File: config.mk
export PLATFORM = sky130hd
export DESIGN_NAME = dec_timer_flat
export DESIGN_NICKNAME = d
export VERILOG_FILES = /design/src/rtl/lau_pkg.sv /design/src/rtl/dec_timer_if.sv /design/src/rtl/Dec.sv /design/src/rtl/dec_timer.sv /design/src/flat_wrapper.sv
export SDC_FILE = /design/constraint.sdc
export NUM_CORES = 1
export LEC_CHECK = 0
export ABC_AREA = 1
export BUFFER_PORTS_ARGS = -buffer_cell sky130_fd_sc_hd__clkbuf_2
export CAP_MARGIN = 20
export CORE_MARGIN = 5
export CORE_UTILIZATION = 51
export DETAILED_ROUTE_END_ITERATION = 6
export GPL_ROUTABILITY_DRIVEN = 0
export PLACE_DENSITY = 0.81
export SLEW_MARGIN = 25
export SYNTH_ARGS = -nofsm -noshare
export SYNTH_HDL_FRONTEND = slang
export SYNTH_SLANG_ARGS = --single-unit
File: constraint.sdc
create_clock -name CLK -period 2.3 [get_ports CLK]
set_clock_uncertainty 0.1 [all_clocks]
set_input_delay 0.115 -clock CLK [delete_from_list [all_inputs] [get_ports CLK]]
set_output_delay 0.115 -clock CLK [all_outputs]
set_load 0.05 [all_outputs]
File: src/rtl/lau_pkg.sv
// rtl/lau_pkg.sv - shared option types for the lau arithmetic helpers
package lau_pkg;

  typedef enum logic {SMALL, FAST} speed_t;

endpackage

File: src/rtl/dec_timer_if.sv
// rtl/dec_timer_if.sv - load handshake, control and status bundle of dec_timer
interface dec_timer_if #(
  parameter int width = 8
);

  logic             LD_VALID;
  logic             LD_READY;
  logic [width-1:0] LD_DATA;
  logic             EN;
  logic             ABORT;
  logic [width-1:0] CNT;
  logic             BUSY;
  logic             DONE;

  modport master (
    output LD_VALID, LD_DATA, EN, ABORT,
    input  LD_READY, CNT, BUSY, DONE
  );

  modport slave (
    input  LD_VALID, LD_DATA, EN, ABORT,
    output LD_READY, CNT, BUSY, DONE
  );

endinterface

File: src/rtl/Dec.sv
// rtl/Dec.sv - combinational decrement by one; speed picks carry-chain or ripple form
module Dec #(
  parameter int              width = 8,
  parameter lau_pkg::speed_t speed = lau_pkg::FAST
) (
  input  logic [width-1:0] a,
  output logic [width-1:0] y
);

  localparam logic [width-1:0] ONE = {{(width-1){1'b0}}, 1'b1};

  if (speed == lau_pkg::FAST) begin : g_fast
    assign y = a - ONE;
  end else begin : g_small
    // Explicit borrow ripple: a bit flips while every lower bit is zero.
    always_comb begin
      logic borrow;
      borrow = 1'b1;
      y      = '0;
      for (int i = 0; i < width; i++) begin
        y[i]   = a[i] ^ borrow;
        borrow = borrow & ~a[i];
      end
    end
  end

endmodule

File: src/rtl/dec_timer.sv
// rtl/dec_timer.sv - loadable down-counter with one-cycle expiry pulse
// Optional auto-reload mode selected by macro DEC_TIMER_AUTORELOAD_EN.
module dec_timer #(
  parameter int              width = 8,
  parameter lau_pkg::speed_t speed = lau_pkg::FAST
) (
  input logic         CLK,
  input logic         RST,
  dec_timer_if.slave  bus
);

  typedef enum logic {IDLE, RUN} state_t;

  localparam logic [width-1:0] ONE = {{(width-1){1'b0}}, 1'b1};

  state_t           state_q, state_d;
  logic [width-1:0] cnt_q, cnt_d, cnt_dec;
  logic             done_q, done_d;
  logic             ld_ready, ld_fire, terminal;

  Dec #(.width(width), .speed(speed)) u_dec (.a(cnt_q), .y(cnt_dec));

`ifdef DEC_TIMER_AUTORELOAD_EN
  logic [width-1:0] reload_q, reload_d, reload_val;
  assign ld_ready   = 1'b1;
  // A load landing on the terminal edge wins over the stored period.
  assign reload_val = ld_fire ? bus.LD_DATA : reload_q;
`else
  assign ld_ready = (state_q == IDLE);
`endif

  assign ld_fire  = bus.LD_VALID && ld_ready;
  assign terminal = bus.EN && (cnt_q == ONE);

  always_comb begin
    state_d = state_q;
    cnt_d   = cnt_q;
    done_d  = 1'b0;
`ifdef DEC_TIMER_AUTORELOAD_EN
    reload_d = ld_fire ? bus.LD_DATA : reload_q;
`endif
    case (state_q)
      IDLE: begin
        if (ld_fire) begin
          if (bus.LD_DATA != '0) begin
            cnt_d   = bus.LD_DATA;
            state_d = RUN;
          end else begin
            cnt_d  = '0;
            done_d = 1'b1;
          end
        end
      end
      RUN: begin
        if (bus.ABORT) begin
          cnt_d   = '0;
          state_d = IDLE;
        end else if (terminal) begin
          done_d = 1'b1;
`ifdef DEC_TIMER_AUTORELOAD_EN
          cnt_d = reload_val;
          if (reload_val == '0) begin
            state_d = IDLE;
          end
`else
          cnt_d   = '0;
          state_d = IDLE;
`endif
        end else if (bus.EN) begin
          cnt_d = cnt_dec;
        end
      end
      default: begin
        state_d = IDLE;
        cnt_d   = '0;
      end
    endcase
  end

  always_ff @(posedge CLK or posedge RST) begin
    if (RST) begin
      state_q <= IDLE;
      cnt_q   <= '0;
      done_q  <= 1'b0;
    end else begin
      state_q <= state_d;
      cnt_q   <= cnt_d;
      done_q  <= done_d;
    end
  end

`ifdef DEC_TIMER_AUTORELOAD_EN
  always_ff @(posedge CLK or posedge RST) begin
    if (RST) begin
      reload_q <= '0;
    end else begin
      reload_q <= reload_d;
    end
  end
`endif

  assign bus.LD_READY = ld_ready;
  assign bus.CNT      = cnt_q;
  assign bus.BUSY     = (state_q == RUN);
  assign bus.DONE     = done_q;

endmodule

File: src/flat_wrapper.sv
// flat-port wrapper written by rule: the top's interface ports become plain ports
module dec_timer_flat 
#(
  parameter int              width = 8,
  parameter lau_pkg::speed_t speed = lau_pkg::FAST
)
  (CLK, RST, bus_LD_VALID, bus_LD_DATA, bus_EN, bus_ABORT, bus_LD_READY, bus_CNT, bus_BUSY, bus_DONE);
  dec_timer_if #(.width(width)) bus_i ();
  input logic CLK;
  input logic RST;
  input wire logic [$bits(bus_i.LD_VALID)-1:0] bus_LD_VALID;
  input wire logic [$bits(bus_i.LD_DATA)-1:0] bus_LD_DATA;
  input wire logic [$bits(bus_i.EN)-1:0] bus_EN;
  input wire logic [$bits(bus_i.ABORT)-1:0] bus_ABORT;
  output wire logic [$bits(bus_i.LD_READY)-1:0] bus_LD_READY;
  output wire logic [$bits(bus_i.CNT)-1:0] bus_CNT;
  output wire logic [$bits(bus_i.BUSY)-1:0] bus_BUSY;
  output wire logic [$bits(bus_i.DONE)-1:0] bus_DONE;
  assign bus_i.LD_VALID = bus_LD_VALID;
  assign bus_i.LD_DATA = bus_LD_DATA;
  assign bus_i.EN = bus_EN;
  assign bus_i.ABORT = bus_ABORT;
  assign bus_LD_READY = bus_i.LD_READY;
  assign bus_CNT = bus_i.CNT;
  assign bus_BUSY = bus_i.BUSY;
  assign bus_DONE = bus_i.DONE;
  dec_timer #(.width(width), .speed(speed)) u_core (.CLK(CLK), .RST(RST), .bus(bus_i));
endmodule
==> impl_metrics.py, run 1 <==
metrics = {
    "power_and_ir_drop": {
        "combPwrFrac_pct": 52.1,
        "power.density_nw_per_um2": 1090,
        "cell_internal_pwr_mw": 0.455,
        "p_sw_mw": 0.498,
        "p_leak_nw": 0.463,
        "vdd_drop_max_mv": 0.671,
        "switching_share_pct": 52.3,
        "clkPwrFrac_pct": 17.7,
        "p_seq_share_pct": 30.2,
    },
    "yosys": {
        "avgSynthCellArea_um2": 6.95,
        "seq_area_frac_synth_pct": 35.7,
        "yosysTopAreaCellShare_pct": 35.7,
        "syn-cell-area_um2": 702,
        "synth_area_leader_cell": "dfrtp_1",
        "syn_inst": 101,
        "synth_nets": 116,
        "ys_types": 20,
        "ys_top_cells_by_area": "dfrtp_1, nand2_1, nor2_1, a21oi_1, inv_1",
        "synth-seq-cells": 10,
        "ys_warn_count": 0,
    },
    "setup_path": {
        "max_stage_delay_ps": 390,
        "worstPathRequired_ps": 2390,
        "cp_num_buf_inv": 2,
        "crit_type": "reg -> reg",
        "r2r_end": "u_core.bus.CNT[6]",
        "startpoint": "u_core.bus.CNT[1]",
        "worstSetupStartpointType": "flop",
        "cp-end-kind": "flop",
        "reg2reg_from": "u_core.bus.CNT[1]",
        "crit_family": "simple AND/OR/NAND/NOR gates",
        "reg2reg_slack_ps": 790,
        "crit_slowest_cell": "dfrtp_1",
        "reg2reg_depth": 9,
        "path_max_fanout": 7,
        "path_cells": "inv_1, ha_1, nand2_1, inv_1, nand2_1, nor2_1, nor2_4, nand3_1, a21oi_1",
        "cp_data_arrival_time_ps": 1600,
    },
    "min_path": {
        "min_path_type": "in -> reg",
        "whs_path_depth": 3,
        "hold_end": "u_core.bus.DONE",
        "holdCritStartpoint": "bus_LD_VALID",
    },
    "floorplanning": {
        "coreArea_um2": 1300,
        "initial_core_util_pct": 53.9,
        "die_w_um": 47.1,
        "fp.dieH_um": 47.1,
        "pin_count": 24,
        "rows": 13,
        "die_area_um2": 2220,
    },
    "cells_and_area": {
        "multiInputGateArea_um2": 385,
        "ff_latch_area_um2": 250,
        "syn_to_final_growth_pct": 24.1,
        "drive_above_1_share_pct": 25.0,
        "final_area_um2": 871,
        "nets": 144,
        "nFillCells": 124,
        "diodes": 0,
    },
    "grt": {
        "grt_max_degree": 12,
        "track_usage_pct": 19.8,
        "antenna_found_initial": 0,
        "overflow": 0,
        "grt_pass1_vias": 718,
        "grt_pass1_wl_mm": 3.04,
    },
    "clocking": {
        "htree_levels": 1,
        "cts.sinks": 10,
        "cts-buffers-inserted": 3,
        "cts_tree": "yes",
        "cts_hold_buf": 1,
        "clk_path_buf_depth": 2,
        "ctsRootBufferMaster": "clkbuf_4",
        "cts_setup_buffers": 0,
        "cts-resized-gates": 0,
        "clk_pin_slew_ps": 80,
        "insertion_delay_ps": 280,
    },
    "detailed_routing": {
        "drt_first_pass_iters": 4,
        "vias": 751,
        "detail-route-antenna-nets": 0,
        "wl_per_cell_um": 12.4,
        "drt_iter0_markers": 18,
        "routed_via_density": 5.25,
        "wl_mm": 1.78,
        "post-route-drc-count": 0,
    },
    "place": {
        "portBuffers": 23,
        "place_area_um2": 825,
        "dpl.hpwl_mm": 1.37,
    },
    "sta": {
        "fin_setup_tns_ps": 0,
        "min_period_ps": 1510,
        "worst_slew_pin_slew_ps": 412,
        "fmax_ghz": 0.661,
        "rsz0062_at_grt": "false",
        "slew_violations": 0,
        "fin_crit_sh_pct": 65.8,
        "slew_headroom_pct": 72.5,
        "finalHoldViolations": 0,
        "setup_viol": 0,
    },
    "status": {
        "status": "finished clean",
    },
    "job": {
        "max_cap_violations": 0,
    },
}
[state kept, by name, indices dropped and copies added (netlist names)]
register         cells
u_core.bus.BUSY      1
u_core.bus.DONE      1
u_core.bus.CNT       8
[final cells by class]
cell class                 instances  area share [%]
multi-input combinational         76            44.3
sequential                        10            28.7
timing repair buffer              24            14.4
inverter                          14            6.32
clock buffer                       4            4.17
tap                               15            2.16
[through the flow]
step                utilization, %  power, mW  hold WS (ps)  instances  worst slack [ps]
floorplan                        -      0.668          -145        101               650
global placement              63.4      0.776         -4.05        138               857
detailed placement            63.4      0.783          12.1        138               822
CTS                           66.9      0.952          45.5        143               799
global route                  66.9       1.02          45.8        143               651
finish                        66.9      0.953          37.7        143               787
[cell usage after synthesis]
library cell / n
nand2_1: 20
nor2_1: 20
a21oi_1: 14
inv_1: 12
dfrtp_1: 10
nand3_1: 7
o21ai_0: 3
ha_1: 2
xnor2_1: 2
buf_6: 1
inv_2: 1
inv_4: 1
nand2_4: 1
nor2_4: 1
nor3_1: 1
nor3b_1: 1
o21a_1: 1
o21ai_1: 1
o21ai_4: 1
xor2_1: 1
[power by group through the flow]
stage	combinational (mW)	clock [mW]	sequential (mW)
5_1_grt	0.541	0.180	0.297
3_3_place_gp	0.487	0	0.288
6_report	0.496	0.169	0.288
2_1_floorplan	0.216	0	0.452
3_5_place_dp	0.492	0	0.291
4_1_cts	0.498	0.167	0.287
[logic make-up after synthesis]
kind of cell / share of synthesized area, %
adder cells (fa/ha/maj): 3.56
flip-flops: 35.7
buffers and inverters: 9.45
AND/OR/NAND/NOR: 31.4
AO/OA/AOI/OAI: 16.2
XOR/XNOR: 3.74
[worst max-delay path by stage]
stage / to / slack (ps) / cells past startpoint
2_1_floorplan: u_core.bus.CNT[5] / 650 / 9
3_3_place_gp: u_core.bus.CNT[5] / 860 / 9
3_5_place_dp: u_core.bus.CNT[6] / 820 / 9
4_1_cts: u_core.bus.CNT[6] / 800 / 9
5_1_grt: u_core.bus.CNT[6] / 650 / 9
6_report: u_core.bus.CNT[6] / 790 / 9
[layer usage]
metal  GRT usage [%]  up-vias  wire length [um]
li1                -      375                 -
met1            26.1      334               782
met5               0        -                 0
met4            12.2        0                47
met2            29.0       33               838
met3            4.60        9               111
[placed cells by master (no fill, tap or decap)]
cell / Yosys / routed
a21oi_1: 14 / 14
clkbuf_2: 0 / 23
clkbuf_4: 0 / 3
clkbuf_8: 0 / 1
dfrtp_1: 10 / 10
dlygate4sd3_1: 0 / 1
ha_1: 2 / 2
inv_1: 12 / 12
inv_2: 1 / 1
inv_4: 1 / 1
nand2_1: 20 / 20
nand2_4: 1 / 1
nand3_1: 7 / 7
nor2_1: 20 / 20
nor2_4: 1 / 1
nor3_1: 1 / 1
nor3b_1: 1 / 1
o21a_1: 1 / 1
o21ai_0: 3 / 3
o21ai_1: 1 / 1
o21ai_4: 1 / 1
xnor2_1: 2 / 2
xor2_1: 1 / 1
[worst min-delay path, cell delays in order]
cell and delay [ps]:
clkbuf_2 110, nand3_1 80, o21ai_0 70
Note: power is estimated with default switching activity, not from simulation.
==> run 2: changes to the inputs <==
--- a/config.mk
+++ b/config.mk
@@ -9,10 +9,10 @@
 export BUFFER_PORTS_ARGS = -buffer_cell sky130_fd_sc_hd__clkbuf_2
 export CAP_MARGIN = 20
 export CORE_MARGIN = 5
-export CORE_UTILIZATION = 51
+export CORE_UTILIZATION = 48
 export DETAILED_ROUTE_END_ITERATION = 6
 export GPL_ROUTABILITY_DRIVEN = 0
-export PLACE_DENSITY = 0.81
+export PLACE_DENSITY = 0.77
 export SLEW_MARGIN = 25
 export SYNTH_ARGS = -nofsm -noshare
 export SYNTH_HDL_FRONTEND = slang
==> constraint.sdc (replaced) <==
create_clock -name CLK -period 1.4 [get_ports CLK]
set_clock_uncertainty 0.1 [all_clocks]
set_input_delay 0.07 -clock CLK [delete_from_list [all_inputs] [get_ports CLK]]
set_output_delay 0.07 -clock CLK [all_outputs]
set_load 0.05 [all_outputs]
==> run 2 against run 1 <==
Effect of this change: the run now ends with negative setup slack left; maximum frequency up 7.8%; global-route usage decreased by 0.87 points; largest cell class unchanged; sequential share of layout area down 2.5 points; worst setup slack got worse by 790 ps; non-clock buffer count is 8 higher.
==> impl_metrics.py, run 2 (synthesized netlist as in run 1, its figures left out) <==
metrics = {
    "status": {
        "status": "complete, but fails checks",
        "violations": "negative setup slack",
    },
    "floorplanning": {
        "coreArea_um2": 1350,
        "rows": 13,
        "initial_core_util_pct": 52.0,
        "die_w_um": 48.2,
        "pin_count": 24,
        "die_area_um2": 2330,
        "fp.dieH_um": 48.2,
    },
    "cells_and_area": {
        "nFillCells": 100,
        "diodes": 0,
        "final_common_cell": "clkbuf_2",
        "instances_no_fill": 151,
        "syn_to_final_growth_pct": 40.8,
        "nets": 152,
        "final_cell_mix": "clkbuf_2, nand2_1, nor2_1",
        "drive_above_1_share_pct": 42.6,
        "largest_reg_flops": 8,
    },
    "setup_path": {
        "worstSetupStartpointType": "flop",
        "startpoint": "u_core.bus.CNT[0]",
        "worstPathRequired_ps": 1500,
        "cp_data_arrival_time_ps": 1500,
        "crit_type": "reg -> reg",
        "cp-end-kind": "flop",
        "reg2reg_from": "u_core.bus.CNT[0]",
        "path_max_fanout": 7,
    },
    "detailed_routing": {
        "drt_first_pass_iters": 4,
        "drt-met1-wl_um": 835,
        "wl_mm": 1.92,
        "wl_met3_um": 143,
        "vias": 775,
        "routed_via_density": 5.13,
        "wl_per_cell_um": 12.7,
        "drt_iter0_markers": 12,
        "wl_met2_um": 902,
        "post-route-drc-count": 0,
        "detail-route-antenna-nets": 0,
        "top_layer": "met4",
    },
    "grt": {
        "grt_max_degree": 12,
        "grt_pass1_vias": 716,
        "antenna_found_initial": 0,
        "grt_pass1_wl_mm": 3.06,
        "overflow": 0,
        "track_usage_pct": 18.9,
    },
    "clocking": {
        "insertion_delay_ps": 260,
        "cts_tree": "yes",
        "htree_levels": 1,
        "cts-buffers-inserted": 3,
        "clk_pin_slew_ps": 60,
        "clk_path_buf_depth": 2,
        "cts.sinks": 10,
        "ctsRootBufferMaster": "clkbuf_4",
    },
    "sta": {
        "worst_slew_pin_slew_ps": 396,
        "rsz0062_at_grt": "true",
        "fin_crit_sh_pct": 100,
        "slew_violations": 0,
        "min_period_ps": 1400,
        "setup_viol": 1,
        "finalHoldViolations": 0,
        "setup_ws_ps": -4.27,
        "slew_headroom_pct": 73.6,
        "fmax_ghz": 0.712,
    },
    "power_and_ir_drop": {
        "p_seq_share_pct": 30.1,
        "switching_share_pct": 51.9,
        "p_leak_nw": 0.489,
        "clkPwrFrac_pct": 12.5,
        "vdd_drop_max_mv": 0.930,
        "p_sw_mw": 0.869,
        "cell_internal_pwr_mw": 0.804,
        "combPwrFrac_pct": 57.4,
        "power.density_nw_per_um2": 1690,
    },
    "place": {
        "portBuffers": 23,
        "post-place-ws_ps": 8.97,
        "dpl.hpwl_mm": 1.40,
        "place_inst": 141,
    },
    "min_path": {
        "holdCritStartpoint": "bus_LD_DATA[1]",
        "min_path_type": "in -> reg",
    },
    "job": {
        "max_cap_violations": 0,
    },
}
## run 2: changes by cell type in the layout (fill, tap and decap cells not counted), sizes merged
cell	previous run	this run
buf	0	7
dlygate4sd3	1	2
## run 2: stage by stage
step                      power (mW)  TNS [ps]  hold slack [ps]  utilization, %  cell area (um^2)
after floorplan                 1.13      -291             -190               -               727
after global placement          1.32         0            -44.8            63.9               863
after detailed placement        1.34         0            -49.1            63.9               863
after CTS                       1.56         0             11.1            67.9               917
after global routing            1.78      -386             26.6            73.2               988
final                           1.67     -4.27             8.80            73.2               988
## run 2: path summary, 6_finish.rpt
check | to | slack [ps] | depth (start not counted)
max in group asynchronous | u_core.bus.CNT[1] | 670 | 3
hold reg to reg | u_core.bus.CNT[4] | 520 | 2
min in group asynchronous | u_core.bus.CNT[7] | 220 | 3
setup reg to reg | u_core.bus.CNT[7] | -4 | 8
setup / recovery | u_core.bus.CNT[7] | -4 | 8
hold / removal | u_core.bus.DONE | 9 | 4
## run 2: what timing repair did
action / in CTS / in global routing
endpoints found under the setup margin: 1 / 9
pin swaps: 0 / 6
endpoints found under the hold margin: 11 / 0
gates resized for setup: 0 / 14
setup buffers: 1 / 3
hold buffers: 2 / 0
## run 2: layout make-up
type                       count  area (um^2)  share of cell area, %
clock buffer                   4         26.3                   2.66
inverter                      14         60.1                   6.08
multi-input combinational     76          437                   44.2
sequential                    10          259                   26.2
tap                           15         18.8                   1.90
timing repair buffer          32          188                   19.0
## run 2: worst max-delay path, stage by stage, from the launching register on
cell	delay [ps]
dfrtp_2	440
ha_4	170
nand2_2	70
inv_1	40
nand2_1	60
nor2_2	50
nor2_4	170
nand3_2	110
a21oi_2	140
## run 2: routing by layer
metal | vias up | GRT usage [%]
met5 | - | 0
met4 | 0 | 8.06
met3 | 7 | 3.69
met2 | 26 | 30.5
met1 | 349 | 24.4
li1 | 393 | -
## run 2: power groups by stage
stage	Sequential, mW	Clock (mW)	Combinational, mW
detailed placement	0.488	0	0.849
global placement	0.482	0	0.840
floorplan	0.760	0	0.369
global route	0.514	0.225	1.04
CTS	0.479	0.212	0.873
finish	0.503	0.210	0.959
==> run 3: changes to the inputs <==
--- a/config.mk
+++ b/config.mk
@@ -8,11 +8,13 @@
 export ABC_AREA = 1
 export BUFFER_PORTS_ARGS = -buffer_cell sky130_fd_sc_hd__clkbuf_2
 export CAP_MARGIN = 20
+export CELL_PAD_IN_SITES_DETAIL_PLACEMENT = 1
+export CELL_PAD_IN_SITES_GLOBAL_PLACEMENT = 2
 export CORE_MARGIN = 5
-export CORE_UTILIZATION = 48
+export CORE_UTILIZATION = 25
 export DETAILED_ROUTE_END_ITERATION = 6
 export GPL_ROUTABILITY_DRIVEN = 0
-export PLACE_DENSITY = 0.77
+export PLACE_DENSITY_LB_ADDON = 0.1
 export SLEW_MARGIN = 25
 export SYNTH_ARGS = -nofsm -noshare
 export SYNTH_HDL_FRONTEND = slang
==> run 3 against run 2 <==
Effect of this change: the flow still finishes with violations (negative setup slack); flip-flop and latch count unchanged; clock power up 5%; maximum frequency up 0.11%; first-iteration DRC count up 58%; total power up 6.0%; final cell count up 11%; critical path type unchanged; highest routed layer unchanged.
==> impl_metrics.py, run 3 (synthesized netlist as in run 1, its figures left out) <==
metrics = {
    "cells_and_area": {
        "largest_reg_flops": 8,
        "syn_to_final_growth_pct": 49.0,
        "final_cell_mix": "clkbuf_2, nor2_1, nand2_1",
        "diodes": 0,
        "drive_above_1_share_pct": 50.4,
        "nFillCells": 350,
        "nets": 153,
        "final_common_cell": "clkbuf_2",
    },
    "sta": {
        "rsz0062_at_grt": "true",
        "slew_violations": 0,
        "slew_headroom_pct": 69.7,
        "worst_slew_pin_slew_ps": 454,
        "fmax_ghz": 0.713,
        "min_period_ps": 1400,
        "finalHoldViolations": 0,
        "setup_ws_ps": -2.76,
        "fin_crit_sh_pct": 100,
        "setup_viol": 1,
    },
    "grt": {
        "grt_pass1_vias": 907,
        "grt_pass1_wl_mm": 4.18,
        "grt_max_degree": 12,
        "antenna_found_initial": 0,
        "track_usage_pct": 13.5,
        "overflow": 0,
    },
    "clocking": {
        "clk_pin_slew_ps": 70,
        "cts-buffers-inserted": 3,
        "cts.sinks": 10,
        "ctsRootBufferMaster": "clkbuf_4",
        "insertion_delay_ps": 270,
        "cts_tree": "yes",
        "htree_levels": 1,
        "clk_path_buf_depth": 2,
    },
    "job": {
        "max_cap_violations": 0,
    },
    "setup_path": {
        "r2r_end": "u_core.bus.CNT[5]",
        "worstPathRequired_ps": 1500,
        "crit_type": "reg -> reg",
        "cp_data_arrival_time_ps": 1500,
        "reg2reg_slack_ps": -3,
        "cp-end-kind": "flop",
        "path_max_fanout": 7,
        "startpoint": "u_core.bus.CNT[0]",
        "worstSetupStartpointType": "flop",
        "reg2reg_from": "u_core.bus.CNT[0]",
        "reg2reg_depth": 8,
    },
    "floorplanning": {
        "die_area_um2": 3970,
        "pin_count": 24,
        "rows": 19,
        "fp.dieH_um": 63.0,
        "initial_core_util_pct": 25.7,
        "coreArea_um2": 2730,
        "die_w_um": 63.0,
    },
    "min_path": {
        "hold_end": "u_core.bus.CNT[2]",
        "whs_path_depth": 3,
        "min_path_type": "in -> reg",
        "holdCritStartpoint": "bus_LD_DATA[2]",
    },
    "detailed_routing": {
        "routed_via_density": 4.65,
        "wl_per_cell_um": 14.1,
        "vias": 782,
        "drt_first_pass_iters": 4,
        "drt_iter0_markers": 19,
        "post-route-drc-count": 0,
        "wl_mm": 2.37,
        "detail-route-antenna-nets": 0,
    },
    "power_and_ir_drop": {
        "p_total_mw": 1.77,
        "power.density_nw_per_um2": 1690,
        "p_leak_nw": 0.511,
        "vdd_drop_max_mv": 0.768,
    },
    "place": {
        "portBuffers": 23,
        "dpl.hpwl_mm": 1.87,
        "post-place-ws_ps": -12.8,
    },
    "status": {
        "status": "complete, but fails checks",
        "violations": "negative setup slack",
    },
}
-- run 3: cell types whose count changed in the layout (fill, tap and decap cells not counted), sizes merged --
| cell | previous run | this run |
|---|---|---|
| buf | 7 | 9 |
| dlygate4sd3 | 2 | 1 |
-- run 3: per-stage QoR --
stage	hold WS, ps	util [%]	setup TNS, ps	cells	instance area, um^2
2_1_floorplan	-190	-	-291	101	727
3_3_place_gp	-19.0	33.7	-7.33	162	921
3_5_place_dp	-11.0	33.7	-36.0	162	921
4_1_cts	12.2	36.5	-138	168	998
5_1_grt	16.1	38.3	-580	168	1050
6_report	14.7	38.3	-2.76	168	1050
-- run 3: cell type report --
type                            instances  area [um^2]  area share (%)
Clock buffer                            4         26.3            2.51
Timing Repair Buffer                   33          193            18.4
Tap cell                               31         38.8            3.71
Inverter                               14         60.1            5.74
Multi-Input combinational cell         76          469            44.9
Sequential cell                        10          259            24.8
-- run 3: power breakdown --
group / internal, mW / switching [mW]
clock network: 0.110 / 0.110
registers: 0.380 / 0.0996
logic: 0.361 / 0.711
-- run 3: worst max path at each step --
stage	end	slack (ps)
2_1_floorplan	u_core.bus.CNT[5]	-50
3_3_place_gp	u_core.bus.CNT[1]	-7
3_5_place_dp	u_core.bus.CNT[5]	-10
4_1_cts	u_core.bus.CNT[2]	-30
5_1_grt	u_core.bus.CNT[7]	-90
6_report	u_core.bus.CNT[5]	-3
-- run 3: per-layer routing --
metal	global-route usage, %	vias to the layer above	share of wire [%]
met3	2.70	2	2.3
met1	17.0	375	48
met5	0	-	0
met2	22.4	12	49
li1	-	393	-
met4	4.77	0	0.68
-- run 3: timing repair --
| item | in CTS | in global routing |
|---|---|---|
| endpoints found under the setup margin | 8 | 8 |
| pin swaps | 5 | 8 |
| hold endpoints to repair | 10 | 0 |
| buffers inserted | 1 | 0 |
| hold buffers | 1 | 0 |
| gates resized for setup | 8 | 15 |
-- run 3: worst max-delay path: stages (launching register included) --
cell and delay [ps]:
dfrtp_2 430, ha_4 170, nand2_4 50, inv_2 30, nand2_2 50, nor2_2 40
nor2_4 230, nand3_2 120, a21oi_2 120
